===== config.mk =====
export PLATFORM = sky130hd
export DESIGN_NAME = hazard_scoreboard
export DESIGN_NICKNAME = d
export VERILOG_FILES = /design/src/rtl/hazard_scoreboard.sv
export SDC_FILE = /design/constraint.sdc
export NUM_CORES = 1
export LEC_CHECK = 0
export ABC_AREA = 1
export ABC_CLOCK_PERIOD_IN_PS = 3350
export BUFFER_PORTS_ARGS = -buffer_cell sky130_fd_sc_hd__buf_2
export CORE_MARGIN = 3
export CORE_UTILIZATION = 57
export DETAILED_ROUTE_END_ITERATION = 8
export PLACE_DENSITY = 0.81
export SLEW_MARGIN = 20
export SYNTH_ARGS = -nofsm -noshare
export SYNTH_HDL_FRONTEND = slang
export SYNTH_SLANG_ARGS = --single-unit

===== constraint.sdc =====
create_clock -name clk -period 3.35 [get_ports clk]
set_input_delay 0.1675 -clock clk [delete_from_list [all_inputs] [get_ports clk]]
set_output_delay 0.1675 -clock clk [all_outputs]
set_load 0.03 [all_outputs]

===== src/rtl/hazard_scoreboard.sv =====
// Register-hazard scoreboard between decode and the scalar/vector register files.
// Tracks in-flight destinations, stalls decode on RAW/WAW/full, clears at writeback.
module hazard_scoreboard #(
    parameter int NREG         = 16,
    parameter int MAX_INFLIGHT = 4,
    parameter int WB_BYPASS    = 1,
    localparam int AW          = $clog2(NREG)
) (
    input  logic            clk,
    input  logic            rst_n,
    input  logic            issue_valid,
    input  logic            src1_en,
    input  logic            src1_type,
    input  logic [AW-1:0]   src1_addr,
    input  logic            src2_en,
    input  logic            src2_type,
    input  logic [AW-1:0]   src2_addr,
    input  logic            dst_en,
    input  logic            dst_type,
    input  logic [AW-1:0]   dst_addr,
    output logic            issue_stall,
    output logic            issue_fire,
    input  logic            wb_valid,
    input  logic            wb_type,
    input  logic [AW-1:0]   wb_addr,
    input  logic            flush,
    output logic [NREG-1:0] busy_scalar,
    output logic [NREG-1:0] busy_vector,
    output logic [4:0]      inflight_cnt,
    output logic [15:0]     stall_cycles,
    output logic            err_spurious
);

    function automatic logic is_busy(input logic [NREG-1:0] s, input logic [NREG-1:0] v,
                                     input logic t, input logic [AW-1:0] a);
        return t ? v[a] : s[a];
    endfunction

    function automatic logic [15:0] sat_inc(input logic [15:0] val, input logic inc);
        return (inc && (val != 16'hFFFF)) ? val + 16'd1 : val;
    endfunction

    logic            byp_en;
    logic            wb_busy, wb_clr;
    logic            byp1, byp2, raw, waw, full;
    logic            set_any;
    logic [NREG-1:0] clr_s, clr_v, set_s, set_v;
    logic [4:0]      cnt_next;

    assign byp_en = (WB_BYPASS != 0);

    always_comb begin
        wb_busy = is_busy(busy_scalar, busy_vector, wb_type, wb_addr);
        wb_clr  = wb_valid & wb_busy;
        // A writeback landing this cycle hides the source hit when bypass is enabled
        byp1 = byp_en & wb_valid & (wb_type == src1_type) & (wb_addr == src1_addr);
        byp2 = byp_en & wb_valid & (wb_type == src2_type) & (wb_addr == src2_addr);
        raw  = (src1_en & is_busy(busy_scalar, busy_vector, src1_type, src1_addr) & ~byp1) |
               (src2_en & is_busy(busy_scalar, busy_vector, src2_type, src2_addr) & ~byp2);
        waw  = dst_en & is_busy(busy_scalar, busy_vector, dst_type, dst_addr);
        full = (inflight_cnt == 5'(MAX_INFLIGHT)) & dst_en & ~wb_clr;
        issue_stall = issue_valid & (raw | waw | full | flush);
        issue_fire  = issue_valid & ~issue_stall;
    end

    always_comb begin
        clr_s   = '0;
        clr_v   = '0;
        set_s   = '0;
        set_v   = '0;
        set_any = issue_fire & dst_en;
        if (wb_clr) begin
            if (wb_type) clr_v[wb_addr] = 1'b1;
            else         clr_s[wb_addr] = 1'b1;
        end
        if (set_any) begin
            if (dst_type) set_v[dst_addr] = 1'b1;
            else          set_s[dst_addr] = 1'b1;
        end
        cnt_next = inflight_cnt + {4'd0, set_any} - {4'd0, wb_clr};
    end

    always_ff @(posedge clk or negedge rst_n) begin
        if (!rst_n) begin
            busy_scalar  <= '0;
            busy_vector  <= '0;
            inflight_cnt <= '0;
            stall_cycles <= '0;
            err_spurious <= 1'b0;
        end else begin
            stall_cycles <= sat_inc(stall_cycles, issue_valid & issue_stall);
            if (flush) begin
                busy_scalar  <= '0;
                busy_vector  <= '0;
                inflight_cnt <= '0;
            end else begin
                // Clear before set so a same-cycle set always wins
                busy_scalar  <= (busy_scalar & ~clr_s) | set_s;
                busy_vector  <= (busy_vector & ~clr_v) | set_v;
                inflight_cnt <= cnt_next;
                if (wb_valid & ~wb_busy) err_spurious <= 1'b1;
            end
        end
    end

endmodule


======== After elaboration in Yosys (flattened, before gate mapping) ========
Cells that the tools add are included.
word-level totals
  logic and storage cells ................. 92
  memory bits (writable) .................. 0
  memories kept ........................... 0
  latch bits .............................. 0
  bits of input ports ..................... 28
  memory bits (read-only) ................. 0
  flip-flop bits (word level) ............. 54
  output and inout port bits .............. 56
operators by class
  bitwise gates (word level) .............. 33
  magnitude comparators ................... 6
  multiplexer cells ....................... 35
  equal/unequal tests ..................... 6
  divide/modulo/power cells ............... 0
  multipliers ............................. 0
  reductions and logical operators ........ 4
  shift operators ......................... 0
  $add $sub $neg .......................... 3
operators with widths
  kind                                                                                 number
  16-bit 2-to-1 mux                                                                    10
  16-bit AND                                                                           2
  1-bit binary-select mux with 4-bit select                                            8
  16-bit inverter                                                                      2
  16-bit bitwise OR                                                                    2
  4-bit by 5-bit < comparator with 1-bit output, second input constant                 4
  1-bit AND                                                                            17
  16-bit by 1-bit adder with 16-bit output, second input constant                      1
  16-bit != test, second input constant                                                1
  1-bit 2-to-1 mux                                                                     14
  1-bit demux with 4-bit select                                                        2
  4-bit == test                                                                        2
  4-bit by 1-bit greater-or-equal comparator with 1-bit output, second input constant  2
  1-bit inverter                                                                       6
  5-bit by 1-bit adder with 5-bit output                                               1
  5-bit by 3-bit == test with 1-bit output, second input constant                      1
  5-bit 2-to-1 mux                                                                     1
  5-bit by 1-bit subtractor with 5-bit output                                          1
  1-bit bitwise OR                                                                     4
  1-bit logical AND                                                                    3
  1-bit == test                                                                        2
  2-bit AND reduction                                                                  1

======== Longest topological paths before layout ========
Gate-level depths: netlist of the first run.
  depth in word-level cells ............... 16
  mapped depth ............................ 24
  mapped depth without buffers ............ 21

======== Least setup slack after synthesis of the first run ========
OpenSTA, ideal clock, no wires.
  path type ............................... register -> register
  from .................................... register busy_vector[0]
  to ...................................... register inflight_cnt[4]
  setup slack ............................. 0.202 ns
  data required time ...................... 3.225 ns
  clock period less this slack ............ 3.148 ns
  setup time .............................. 0.125 ns
  arrival ................................. 3.023 ns
  cell stages (with the launch flop) ...... 23
  buffers on the path ..................... 1
  cells stage by stage .................... dfrtp_1 -> inv_1 -> o21ai_0 -> nand2_1 -> nand2_1 -> nand2_1 -> nand2_1 -> nor2_1 -> nand2_1 -> nand3_2 -> a21oi_4 -> nand4_4 -> buf_6 -> ha_1 -> inv_1 -> ha_1 -> fa_1 -> nand2_1 -> inv_1 -> o21ai_0 -> nand2_1 -> o21ai_0 -> a21oi_1
on the way
  word-level cells in the longest chain between the ends .. 16
  elaborated cells on any way between the ends .. 31
  classes of those cells .................. add/sub (2); mux (13); bitwise (16)
ends and longest elaborated chain
  item                                              line    source
  from (decl)                                       28      output logic [NREG-1:0] busy_vector,
  from (signal assigned)                            99      busy_vector <= (busy_vector & ~clr_v) | set_v;
  1-bit binary-select mux with 4-bit select         36      return t ? v[a] : s[a];
  1-bit 2-to-1 mux (not written as such)            36
  1-bit 2-to-1 mux                                  36
  1-bit AND, on equally long branches (2 in a row)  58, 59
  1-bit bitwise OR                                  58      raw = (src1_en & is_busy(busy_scalar, busy_vector, src1_type, src1_addr) & ~byp1) |
  1-bit bitwise OR (3 in a row)                     62      issue_stall = issue_valid & (raw | waw | full | flush);
  1-bit AND                                         62
  1-bit inverter                                    63      issue_fire = issue_valid & ~issue_stall;
  1-bit AND                                         63
  1-bit AND                                         71      set_any = issue_fire & dst_en;
  5-bit by 1-bit adder with 5-bit output            80      cnt_next = inflight_cnt + {4'd0, set_any} - {4'd0, wb_clr};
  5-bit by 1-bit subtractor with 5-bit output *     80
  5-bit 2-to-1 mux *                                92      if (flush) begin
  to (signal assigned)                              100     inflight_cnt <= cnt_next;
  to (decl)                                         29      output logic [4:0] inflight_cnt,
Mark *: on every way between the ends. The rest lies on a longest branch, timed or not. The select of a mux whose other input is x is not followed.
A chain may end at the register's enable or synchronous reset.

======== Worst setup path in the final report of the first run ========
  from .................................... register busy_scalar[14]
  to ...................................... register inflight_cnt[4]
on the way
  word-level cells in the longest chain between the ends .. 16
  elaborated cells on any way between the ends .. 31
  classes of those cells .................. add/sub (2); mux (13); bitwise (16)
ends and longest elaborated chain
  item                                              line    source
  from (decl)                                       27      output logic [NREG-1:0] busy_scalar,
  from (signal assigned)                            98      busy_scalar <= (busy_scalar & ~clr_s) | set_s;
  1-bit binary-select mux with 4-bit select         36
  1-bit 2-to-1 mux (not written as such)            36
  1-bit 2-to-1 mux                                  36
  1-bit AND, on equally long branches (2 in a row)  58, 59
  1-bit bitwise OR                                  58
  1-bit bitwise OR (3 in a row)                     62
  1-bit AND                                         62
  1-bit inverter                                    63
  1-bit AND                                         63
  1-bit AND                                         71
  5-bit by 1-bit adder with 5-bit output            80
  5-bit by 1-bit subtractor with 5-bit output *     80
  5-bit 2-to-1 mux *                                92
Marked as above.

==> results of run 1 <==
## logic make-up after synthesis
logic type | count (synthesis)
flops | 54
fa+ha+maj | 7
xor+xnor | 17
buf+inv | 120
compound gates | 96
simple gates | 435
## flip-flops by register name (all words and copies together) (netlist names)
register,cells
busy_scalar,16
busy_vector,16
stall_cycles,16
inflight_cnt,5
err_spurious,1
## worst max-delay path: stages, from the launching register on
cell                      delay [ps]
sky130_fd_sc_hd__dfrtp_1         410
sky130_fd_sc_hd__inv_1           130
sky130_fd_sc_hd__o21ai_1         130
sky130_fd_sc_hd__nand2_1          60
sky130_fd_sc_hd__nand2_1          70
sky130_fd_sc_hd__nand2_1          40
sky130_fd_sc_hd__nand2_1         100
sky130_fd_sc_hd__nor2_1           50
sky130_fd_sc_hd__nand2_1          80
sky130_fd_sc_hd__nand3_2         130
sky130_fd_sc_hd__a21oi_4         220
sky130_fd_sc_hd__nand4_4         100
sky130_fd_sc_hd__ha_1            300
sky130_fd_sc_hd__inv_1            40
sky130_fd_sc_hd__ha_1            200
sky130_fd_sc_hd__fa_1            390
sky130_fd_sc_hd__nand2_1          80
sky130_fd_sc_hd__inv_1            50
sky130_fd_sc_hd__o21ai_0         150
sky130_fd_sc_hd__nand2_1         100
sky130_fd_sc_hd__o21ai_1         120
sky130_fd_sc_hd__a21oi_1          50
## metrics by stage
stage	total power, mW	utilization	area, sq um	hold WS (ps)
6_report	1.71	0.681	5350	-29.7
5_1_grt	1.80	0.681	5350	24.4
4_1_cts	1.69	0.674	5290	0.679
3_5_place_dp	1.28	0.661	5180	346
3_3_place_gp	1.26	0.661	5180	316
2_1_floorplan	1.11	-	4680	-128
## final timing paths
kind | slack [ps] | endpoint | depth (start not counted)
min | -30 | inflight_cnt[3]$_DFF_PN0_ | 1
max | 240 | inflight_cnt[4]$_DFF_PN0_ | 21
min in group clk | 200 | err_spurious$_DFFE_PN0P_ | 2
min reg2reg | 490 | err_spurious$_DFFE_PN0P_ | 1
max in group asynchronous | 2620 | busy_scalar[8]$_DFF_PN0_ | 2
max reg2reg | 240 | inflight_cnt[4]$_DFF_PN0_ | 21
## power by group
group          internal [mW]  switching, mW
clock network          0.176          0.241
registers              0.689         0.0448
logic                  0.171          0.383
total                   1.04          0.669
## layer usage
| layer | vias to the layer above | track usage |
|---|---|---|
| li1 | 2585 | - |
| met3 | 78 | 0.0707 |
| met1 | 2598 | 0.488 |
| met4 | 0 | 0.136 |
| met5 | - | 0 |
| met2 | 435 | 0.577 |
## layout make-up
cell class | count | area (sq um) | share of cell area
clock buffer | 6 | 82.6 | 0.0154
clock inverter | 2 | 20.0 | 0.00374
inverter | 80 | 300 | 0.0562
multi-input combinational | 555 | 2820 | 0.526
sequential | 54 | 1360 | 0.255
tap | 102 | 128 | 0.0239
timing repair buffer | 113 | 641 | 0.120
## synthesized netlist by cell type, types with 6 or more instances
master                     count
sky130_fd_sc_hd__clkbuf_1     13
sky130_fd_sc_hd__a41oi_1      30
sky130_fd_sc_hd__o211ai_1     12
sky130_fd_sc_hd__xor2_1       10
sky130_fd_sc_hd__nand2_1     173
sky130_fd_sc_hd__o21ai_1      10
sky130_fd_sc_hd__inv_1        67
sky130_fd_sc_hd__dfrtp_1      54
sky130_fd_sc_hd__buf_4         6
sky130_fd_sc_hd__xnor2_1       7
sky130_fd_sc_hd__nor2_2        8
sky130_fd_sc_hd__nand4_1      21
sky130_fd_sc_hd__nand3_1      87
sky130_fd_sc_hd__buf_2        15
sky130_fd_sc_hd__nor2_1      130
sky130_fd_sc_hd__ha_1          6
sky130_fd_sc_hd__a21oi_1      13
sky130_fd_sc_hd__o21ai_0      13
sky130_fd_sc_hd__inv_2        10
sky130_fd_sc_hd__o22ai_1       9
## repair_timing
item | 4_1_cts | 5_1_grt
setup endpoints to repair | 0 | 1
setup buffers | 0 | 6
gates resized for setup | 0 | 19
==> out/results.md, run 1 <==
- **highest routed metal layer** met4
- **fillers** 709
- **kind of path behind the tightest hold check** input pin to asynchronous set/reset pin
- **antenna cell count** 0
- **Worst Setup Path Type** register to register
- **area share of the largest cell type after synthesis** 0.288
- **worst vdd rail ir drop** 0.366 mV
- **initial core utilization** 0.597
- **flip-flop cell with the highest count after synthesis** sky130_fd_sc_hd__dfrtp_1
- **met1 wire length** 6710 um
- **worst setup skew after layout** 10.1 ps
- **global placement routability congestion** 1.09
- **largest net degree at the start of global routing** 41
- **setup repair after global routing missed its margin** no
- **reported leakage power** 2.65 nW
- **number of antenna violations at the first check in global routing** 0
- **final hold vios** 39
- **total negative slack** 0 ps
- **die area** 0.00934 sq mm
- **xor/xnor share of the synthesized area** 0.0318
- **portion of the clock cycle consumed by the worst path in the final layout** 0.928
- **worst hold-check slack** -29.7 ps
- **highest clock rate** 0.322 GHz
- **width of the die** 96.7 um
- **crit path launch type** register
- **slew at the pin closest to its max-slew limit** 902 ps
- **Worst Path Arrival** 3310 ps
- **Netlist cell types** 39
- **clk_lat worst skew** 320 ps
- **dominant combinational cell family by area after synthesis** simple AND/OR/NAND/NOR gates
- **clock buffers created by TritonCTS** 5
- **cell count after placement** 898
- **Top-Level Pins** 84
- **clock tree from TritonCTS** yes
- **Max Fanout on Critical Path** 4
- **drt total wl** 17100 um
- **std cell rows** 32
- **via count of the first global-routing pass** 5334
- **Area contributors post-synth** sky130_fd_sc_hd__dfrtp_1, sky130_fd_sc_hd__nand2_1, sky130_fd_sc_hd__nor2_1
- **detailed-routed wire length on met3** 2050 um
- **simple logic cell fraction of the synthesized area** 0.404
- **highest-count cells in the layout ignoring fill and taps** sky130_fd_sc_hd__nand2_1, sky130_fd_sc_hd__nor2_1, sky130_fd_sc_hd__nand3_1
- **result of the run** complete, but fails checks
- **share of final-layout standard cells stronger than drive strength 1** 0.205
- **post-synthesis instance area** 0.00468 sq mm
- **post-synthesis mux area share** 0
- **antenna viol nets, final** 0
- **flops & latches, synth** 54
- **start of the worst register-to-register path** busy_scalar[14]$_DFF_PN0_
- **drt via density** 6.25
- **max-slew violation count** 0
- **final non-filler cell total** 912
- **maximum root-to-sink buffer count** 2
- **wire length per cell after detailed routing** 18.8 um
- **post-layout min period** 3110 ps
- **Clock transition at path regs** 100 ps
- **Setup violations, final** 0
- **Pwr per Cell Area** 319 mW/mm^2
- **share of async-settable or async-resettable flops after synthesis** 1.00
- **Post-Place Worst Slack** 111 ps
- **maxcap violations** 0
- **area share of fa/ha/maj cells after synthesis** 0.0203
- **maximum level of the CTS H-tree** 2
- **kind of end point of the critical path** register
- **Placeable Area** 0.00785 sq mm
- **mean instance size in the synthesized netlist** 6.43 sq um
- **most common cell after layout, fill and taps aside** sky130_fd_sc_hd__nand2_1
- **compound-gate portion of the synthesized area** 0.144
- **CTS Root Cell** sky130_fd_sc_hd__clkbuf_8
- **post-detailed-route DRC marker count** 0
- **number of warnings reported in the yosys synthesis log** 0
- **layout overhead on the synthesized area** 14.2%
- **Worst setup startpoint** busy_scalar[14]$_DFF_PN0_
- **number of clock sinks** 54
- **global route overflow** 0
- **remaining max-slew budget at the tightest pin** 0.399
- **number of iterations in the first detailed-routing pass** 6
- **Final Net Count** 844
- **share of the yosys chip area belonging to registers** 0.288
- **Port Buf Inserts** 83
- **total half-perimeter wirelength after legalization and detailed placement** 12900 um
- **Overall Global Routing Usage** 0.362
- **DRT iter0 DRCs** 867
- **largest area contributor in the netlist** sky130_fd_sc_hd__dfrtp_1
- **Post-Syn Instances** 729
- **violated checks** negative hold slack
- **detailed-route via count** 5696
- **sum of met2 wire segment lengths after detailed routing** 7670 um
- **height of the die** 96.7 um
- **number of buffers inserted by hold repair at cts** 0
- **global-route wire length before repair** 27600 um
- **data required time of the worst path** 3560 ps
- **final setup margin** 242 ps
- **count of flip-flops with a built-in enable after synthesis** 0
- **number of nets produced by synthesis** 764
(Power assumes the default switching activity.)
==> run 2, diff against run 1 <==
- CELL_PAD_IN_SITES_DETAIL_PLACEMENT: unset -> 1
- CELL_PAD_IN_SITES_GLOBAL_PLACEMENT: unset -> 1
- CORE_UTILIZATION: 57 -> 40
- PLACE_DENSITY: 0.81 -> unset
- PLACE_DENSITY_LB_ADDON: unset -> 0.1
==> run 2 against run 1 <==
- the flow now finishes without violations
- sequential cell count unchanged
- sequential share of layout area decreased by 0.89 points
- cell area increased by 3.3%
- cell count increased by 5.0%
- via count decreased by 1.5%
- maximum frequency decreased by 1.0%
- worst setup slack got worse by 32 ps
- power increased by 13%
- critical path type unchanged
- critical endpoint unchanged
==> out/results.md, run 2 (synthesis gave the netlist of run 1 again) <==
- **cell count after placement** 943, +5.0%
- **number of iterations in the first detailed-routing pass** 5, -1
- **final hold vios** 0, -100%
- **data required time of the worst path** 3530 ps, -30 ps
- **post-route design area** 0.00553 sq mm, +3.3%
- **depth of the worst register-to-register path** 19, -9.5%
- **width of the die** 114 um, +18%
- **Pwr per Cell Area** 348 mW/mm^2, +9.0%
- **maximum root-to-sink buffer count** 2, unchanged
- **reported leakage power** 2.72 nW, +2.6%
- **global-route wire length before repair** 31400 um, +14%
- **clock buffers created by TritonCTS** 5, unchanged
- **largest registers** busy_scalar x16, busy_vector x16, stall_cycles x16
- **global placement routability congestion** 0.943, -13%
- **total negative slack** 0 ps, unchanged
- **final non-filler cell total** 958, +5.0%
- **worst setup skew after layout** 5.87 ps, -4.23 ps
- **worst vdd rail ir drop** 0.290 mV, -21%
- **Worst Path Arrival** 3320 ps, about the same
- **Final Net Count** 852, +0.95%
- **worst hold-check slack** 226 ps, +256 ps
- **Placeable Area** 0.0111 sq mm, +42%
- **layout overhead on the synthesized area** 17.9%
- **DRT iter0 DRCs** 401, -54%
- **highest clock rate** 0.318 GHz, -1.0%
- **wire length per cell after detailed routing** 20.4 um, +8.8%
- **maxcap violations** 0, unchanged
- **Port Buf Inserts** 83, unchanged
- **Max Fanout on Critical Path** 4, unchanged
- **largest net degree at the start of global routing** 35, -15%
- **kind of path behind the tightest hold check** input pin to register
- **antenna cell count** 0, unchanged
- **start of the worst register-to-register path** busy_vector[9]$_DFF_PN0_
- **global route overflow** 0, unchanged
- **highest-count cells in the layout ignoring fill and taps** sky130_fd_sc_hd__nand2_1, sky130_fd_sc_hd__nor2_1, sky130_fd_sc_hd__nand3_1
- **clock tree from TritonCTS** yes
- **post-detailed-route DRC marker count** 0, unchanged
- **std cell rows** 38, +19%
- **share of final-layout standard cells stronger than drive strength 1** 0.203, -0.00200
- **clk_lat worst skew** 300 ps, -20 ps
- **Top-Level Pins** 84, unchanged
- **drt via density** 5.85, -6.3%
- **Placement Cell Area** 0.00529 sq mm, +1.9%
- **FF-to-FF End** inflight_cnt[4]$_DFF_PN0_
- **total half-perimeter wirelength after legalization and detailed placement** 14900 um, +16%
- **post-layout min period** 3140 ps, +32.2 ps
- **crit path launch type** register
- **max-slew violation count** 0, unchanged
- **die area** 0.0130 sq mm, +40%
- **start point of the worst hold path** wb_valid
- **initial core utilization** 0.421, -0.176
- **drt total wl** 19600 um, +14%
- **height of the die** 114 um, +18%
- **number of stages on the worst hold path** 2
- **slowest library cell on the worst path** sky130_fd_sc_hd__dfrtp_1
- **kind of end point of the critical path** register
- **end of the worst hold path** err_spurious$_DFFE_PN0P_
- **number of antenna violations at the first check in global routing** 0, unchanged
- **via count of the first global-routing pass** 5767, +8.1%
- **Post-Place Worst Slack** -3.31 ps, -114 ps
- **multi-input gate area in the final layout** 0.00282 sq mm, +0.27%
- **antenna viol nets, final** 0, unchanged
- **critical path's largest stage delay** 490 ps, +80 ps
- **result of the run** finished clean
- **cell chain of the critical path** inv_1, o21ai_1, nor2_1, nor2_1, nor2_1, nand2_1, nand3_4, a21oi_4, nand4_4, ha_1, inv_1, ha_1, fa_1, nand2_1, inv_1, o21ai_1, nand2_1, o21ai_1, a21oi_1
- **Setup violations, final** 0, unchanged
- **maximum level of the CTS H-tree** 2, unchanged
- **number of clock sinks** 54, unchanged
- **detailed-route via count** 5608, -1.5%
- **most common cell after layout, fill and taps aside** sky130_fd_sc_hd__nand2_1
- **Worst Setup Path Type** register to register
- **final setup margin** 210 ps, -32.2 ps
- **area occupied by registers** 0.00136 sq mm, -0.28%
- **portion of the clock cycle consumed by the worst path in the final layout** 0.937, +0.00961
- **CTS Root Cell** sky130_fd_sc_hd__clkbuf_16
- **slew at the pin closest to its max-slew limit** 621 ps, -281 ps
- **Clock transition at path regs** 80 ps, -20 ps
- **Overall Global Routing Usage** 0.302, -0.0603
- **Register-to-Register Setup Slack** 210 ps, -30 ps
- **remaining max-slew budget at the tightest pin** 0.585, +0.186
- **fillers** 1587, +120%
## run 2: metrics by stage
| stage | util | total power [mW] |
|---|---|---|
| 2_1_floorplan | - | 1.11 |
| 3_3_place_gp | 0.475 | 1.29 |
| 3_5_place_dp | 0.475 | 1.31 |
| 4_1_cts | 0.491 | 1.93 |
| 5_1_grt | 0.497 | 2.03 |
| 6_report | 0.497 | 1.92 |
## run 2: timing repair
| item | CTS | global route |
|---|---|---|
| hold buffers | 1 | 0 |
| setup buffers | 0 | 6 |
| setup endpoints to repair | 0 | 1 |
| gates resized for setup | 0 | 15 |
| hold endpoints to repair | 22 | 0 |
## run 2: where the power goes
part | internal, mW | switching, mW
sequential | 0.689 | 0.0465
combinational | 0.177 | 0.398
clock | 0.354 | 0.257
## run 2: routing by layer
metal | up-vias | share of wire | global-route usage
met5 | - | 0 | 0
li1 | 2586 | - | -
met2 | 234 | 0.49 | 0.526
met4 | 0 | 0.027 | 0.0958
met3 | 45 | 0.069 | 0.0423
met1 | 2743 | 0.41 | 0.386
## run 2: worst max-delay path, delay by kind of cell (launching register included)
family,cells,cell delay (ps)
DFF,1,490
and+or+nand+nor,8,730
AOI/OAI and AO/OA,5,690
adders and majority gates,3,870
buffers and inverters,3,230
## run 2: layout make-up
type,count,area share
timing repair buffer,121,0.127
inverter,80,0.0543
sequential,54,0.246
clock inverter,2,0.00679
clock buffer,6,0.0233
tap,140,0.0317
multi-input combinational,555,0.511
## run 2: how the worst max path moves through the flow
stage	to	cells after the start	startpoint	slack, ps
2_1_floorplan	inflight_cnt[4]$_DFF_PN0_	22	busy_vector[0]$_DFF_PN0_	200
3_3_place_gp	inflight_cnt[4]$_DFF_PN0_	21	src2_addr[0]	140
3_5_place_dp	inflight_cnt[4]$_DFF_PN0_	21	src2_addr[0]	-3
4_1_cts	inflight_cnt[4]$_DFF_PN0_	20	busy_scalar[7]$_DFF_PN0_	60
5_1_grt	inflight_cnt[4]$_DFF_PN0_	21	busy_vector[2]$_DFF_PN0_	-30
6_report	inflight_cnt[4]$_DFF_PN0_	19	busy_vector[9]$_DFF_PN0_	210
==> run 3, diff against run 2 <==
==> constraint.sdc (replaced) <==
create_clock -name clk -period 3.35 [get_ports clk]
set_input_delay 1.005 -clock clk [delete_from_list [all_inputs] [get_ports clk]]
set_output_delay 1.005 -clock clk [all_outputs]
set_load 0.03 [all_outputs]
==> run 3 against run 2 <==
- the run now ends with negative setup slack left
- utilization rose by 6.6 points
- die area did not move
- sequential share of layout area fell by 3.0 points
- maximum frequency fell by 13%
- cell count rose by 6.5%
- cell area rose by 13%
- via count rose by 4.1%
- sequential cell count did not move
- combinational power rose by 22%
- worst setup slack got worse by 480 ps
- critical path depth fell by 5
- count of clock-buffer cells in the layout did not move
==> out/results.md, run 3 (synthesis gave the netlist of run 1 again) <==
- **Register-to-Register Setup Slack** 20 ps, -190 ps
- **final setup margin** -270 ps, -480 ps
- **Port Buf Inserts** 83, unchanged
- **post-detailed-route DRC marker count** 0, unchanged
- **setup repair after global routing missed its margin** yes
- **post-layout power** 2.02 mW, +5.3%
- **share of final-layout standard cells stronger than drive strength 1** 0.277, +0.0743
- **final non-filler cell total** 1020, +6.5%
- **data required time of the worst path** 2340 ps, -1190 ps
- **most common cell type on the critical path** sky130_fd_sc_hd__buf_6
- **kind of end point of the critical path** output pin
- **antenna viol nets, final** 0, unchanged
- **via count of the first global-routing pass** 5860, +1.6%
- **highest clock rate** 0.276 GHz, -13%
- **worst setup skew after layout** 9.17 ps, +3.30 ps
- **max-slew violation count** 0, unchanged
- **Setup violations, final** 3, +3
- **Post-Place Worst Slack** -544 ps, -540 ps
- **worst hold-check slack** 486 ps, +260 ps
- **final hold vios** 0, unchanged
- **initial core utilization** 0.421, unchanged
- **height of the die** 114 um, unchanged
- **Clock transition at path regs** 80 ps, about the same
- **post-route design area** 0.00626 sq mm, +13%
- **drt total wl** 21200 um, +8.0%
- **number of buffers inserted by hold repair at cts** 0, -1
- **highest-count cells in the layout ignoring fill and taps** sky130_fd_sc_hd__nand2_1, sky130_fd_sc_hd__nor2_1, sky130_fd_sc_hd__buf_4
- **global route overflow** 0, unchanged
- **number of iterations in the first detailed-routing pass** 5, unchanged
- **layout overhead on the synthesized area** 33.7%
- **slew at the pin closest to its max-slew limit** 760 ps, +139 ps
- **number of clock sinks** 54, unchanged
- **std cell rows** 38, unchanged
- **violated checks** negative setup slack
- **cell chain of the critical path** buf_6, nor2_2, buf_4, a22oi_1, nand2_1, nand2_1, nand3_1, nor2_2, nor2_4, a21oi_4, o21ai_4, buf_6, nor2_4, buf_6
- **crit path launch type** input pin
- **antenna cell count** 0, unchanged
- **number of antenna violations at the first check in global routing** 0, unchanged
- **worst vdd rail ir drop** 0.321 mV, +11%
- **Placeable Area** 0.0111 sq mm, unchanged
- **reported leakage power** 3.10 nW, +14%
- **clock buffers created by TritonCTS** 5, unchanged
- **result of the run** complete, but fails checks
- **fillers** 1554, -2.1%
- **maximum level of the CTS H-tree** 2, unchanged
- **post-layout min period** 3620 ps, +480 ps
- **Placement Cell Area** 0.00579 sq mm, +9.5%
- **die area** 0.0130 sq mm, unchanged
- **wire length per cell after detailed routing** 20.7 um, +1.4%
- **detailed-route via count** 5838, +4.1%
- **global placement routability congestion** 0.954, +1.2%
- **total half-perimeter wirelength after legalization and detailed placement** 15900 um, +7.2%
- **Top-Level Pins** 84, unchanged
- **Worst Path Arrival** 2620 ps, -700 ps
- **critical path's largest stage delay** 180 ps, -310 ps
- **clk_lat worst skew** 310 ps, about the same
- **drt via density** 5.72, -2.2%
- **global-route wire length before repair** 32700 um, +4.1%
- **portion of the clock cycle consumed by the worst path in the final layout** 1.08, +0.143
- **slowest library cell on the worst path** sky130_fd_sc_hd__a22oi_1
- **maxcap violations** 0, unchanged
- **Pwr per Cell Area** 323 mW/mm^2, -7.1%
- **remaining max-slew budget at the tightest pin** 0.494, -0.0910
- **Final Net Count** 914, +7.3%
- **maximum root-to-sink buffer count** 2, unchanged
- **cell count after placement** 996, +5.6%
- **Overall Global Routing Usage** 0.322, +0.0204
- **Max Fanout on Critical Path** 6, +2
- **Worst Setup Path Type** input pin to output pin
- **Core Util, Final** 0.563, +0.0661
- **largest registers** busy_scalar x16, busy_vector x16, stall_cycles x16
- **width of the die** 114 um, unchanged
- **largest net degree at the start of global routing** 35, unchanged
- **most common cell after layout, fill and taps aside** sky130_fd_sc_hd__nand2_1
- **DRT iter0 DRCs** 663, +65%
- **kind of path behind the tightest hold check** register to register
- **clock tree from TritonCTS** yes
- **total negative slack** -720 ps, -720 ps
- **CTS Root Cell** sky130_fd_sc_hd__clkbuf_16
[run 3: changes by cell type in the layout (fill, tap and decap cells not counted), sizes merged]
cell,change
clkbuf,+1
buf,+62
clkinvlp,+1
bufinv,-1
dlygate4sd3,-1
[run 3: cell type report]
cell class | instances | area, sq um | share of cell area
multi-input cells | 555 | 2940 | 0.469
flip-flops and latches | 54 | 1350 | 0.216
repair buffers | 183 | 1310 | 0.210
inverters | 80 | 328 | 0.0524
well taps | 140 | 175 | 0.0280
clock buffers | 6 | 139 | 0.0222
clock inverters | 2 | 16.3 | 0.00260
[run 3: routing by layer]
layer,part of all wire,vias to the layer above,GRT usage
met5,0,-,0
met4,0.019,0,0.0728
met3,0.078,35,0.0671
met2,0.46,251,0.508
met1,0.44,2832,0.455
li1,-,2720,-
[run 3: where the power goes]
group | internal [mW] | switching, mW | total (mW) | leakage, nW
clock network | 0.302 | 0.278 | 0.579 | 0.0735
registers | 0.689 | 0.0510 | 0.740 | 0.739
logic | 0.266 | 0.438 | 0.704 | 2.28
[run 3: what timing repair did]
item / in CTS / in global routing
buffers inserted: 11 / 3
pin swaps: 19 / 12
cloned: 1 / 1
gates resized for setup: 44 / 15
endpoints found under the setup margin: 6 / 6
[run 3: critical path, delay by kind of cell]
family	cells	cell delay, ps
buffers and inverters	4	540
AO/OA/AOI/OAI	3	440
AND/OR/NAND/NOR	7	620
[run 3: final timing paths]
kind                                     startpoint                      endpoint  cells after the start
min in group asynchronous                     rst_n     busy_vector[15]$_DFF_PN0_                      1
min                        err_spurious$_DFFE_PN0P_      err_spurious$_DFFE_PN0P_                      1
min reg2reg                err_spurious$_DFFE_PN0P_      err_spurious$_DFFE_PN0P_                      1
max reg2reg                busy_vector[6]$_DFF_PN0_     inflight_cnt[4]$_DFF_PN0_                     22
max                                     dst_addr[0]                    issue_fire                     14
max in group asynchronous                     rst_n  stall_cycles[15]$_DFFE_PN0P_                      2
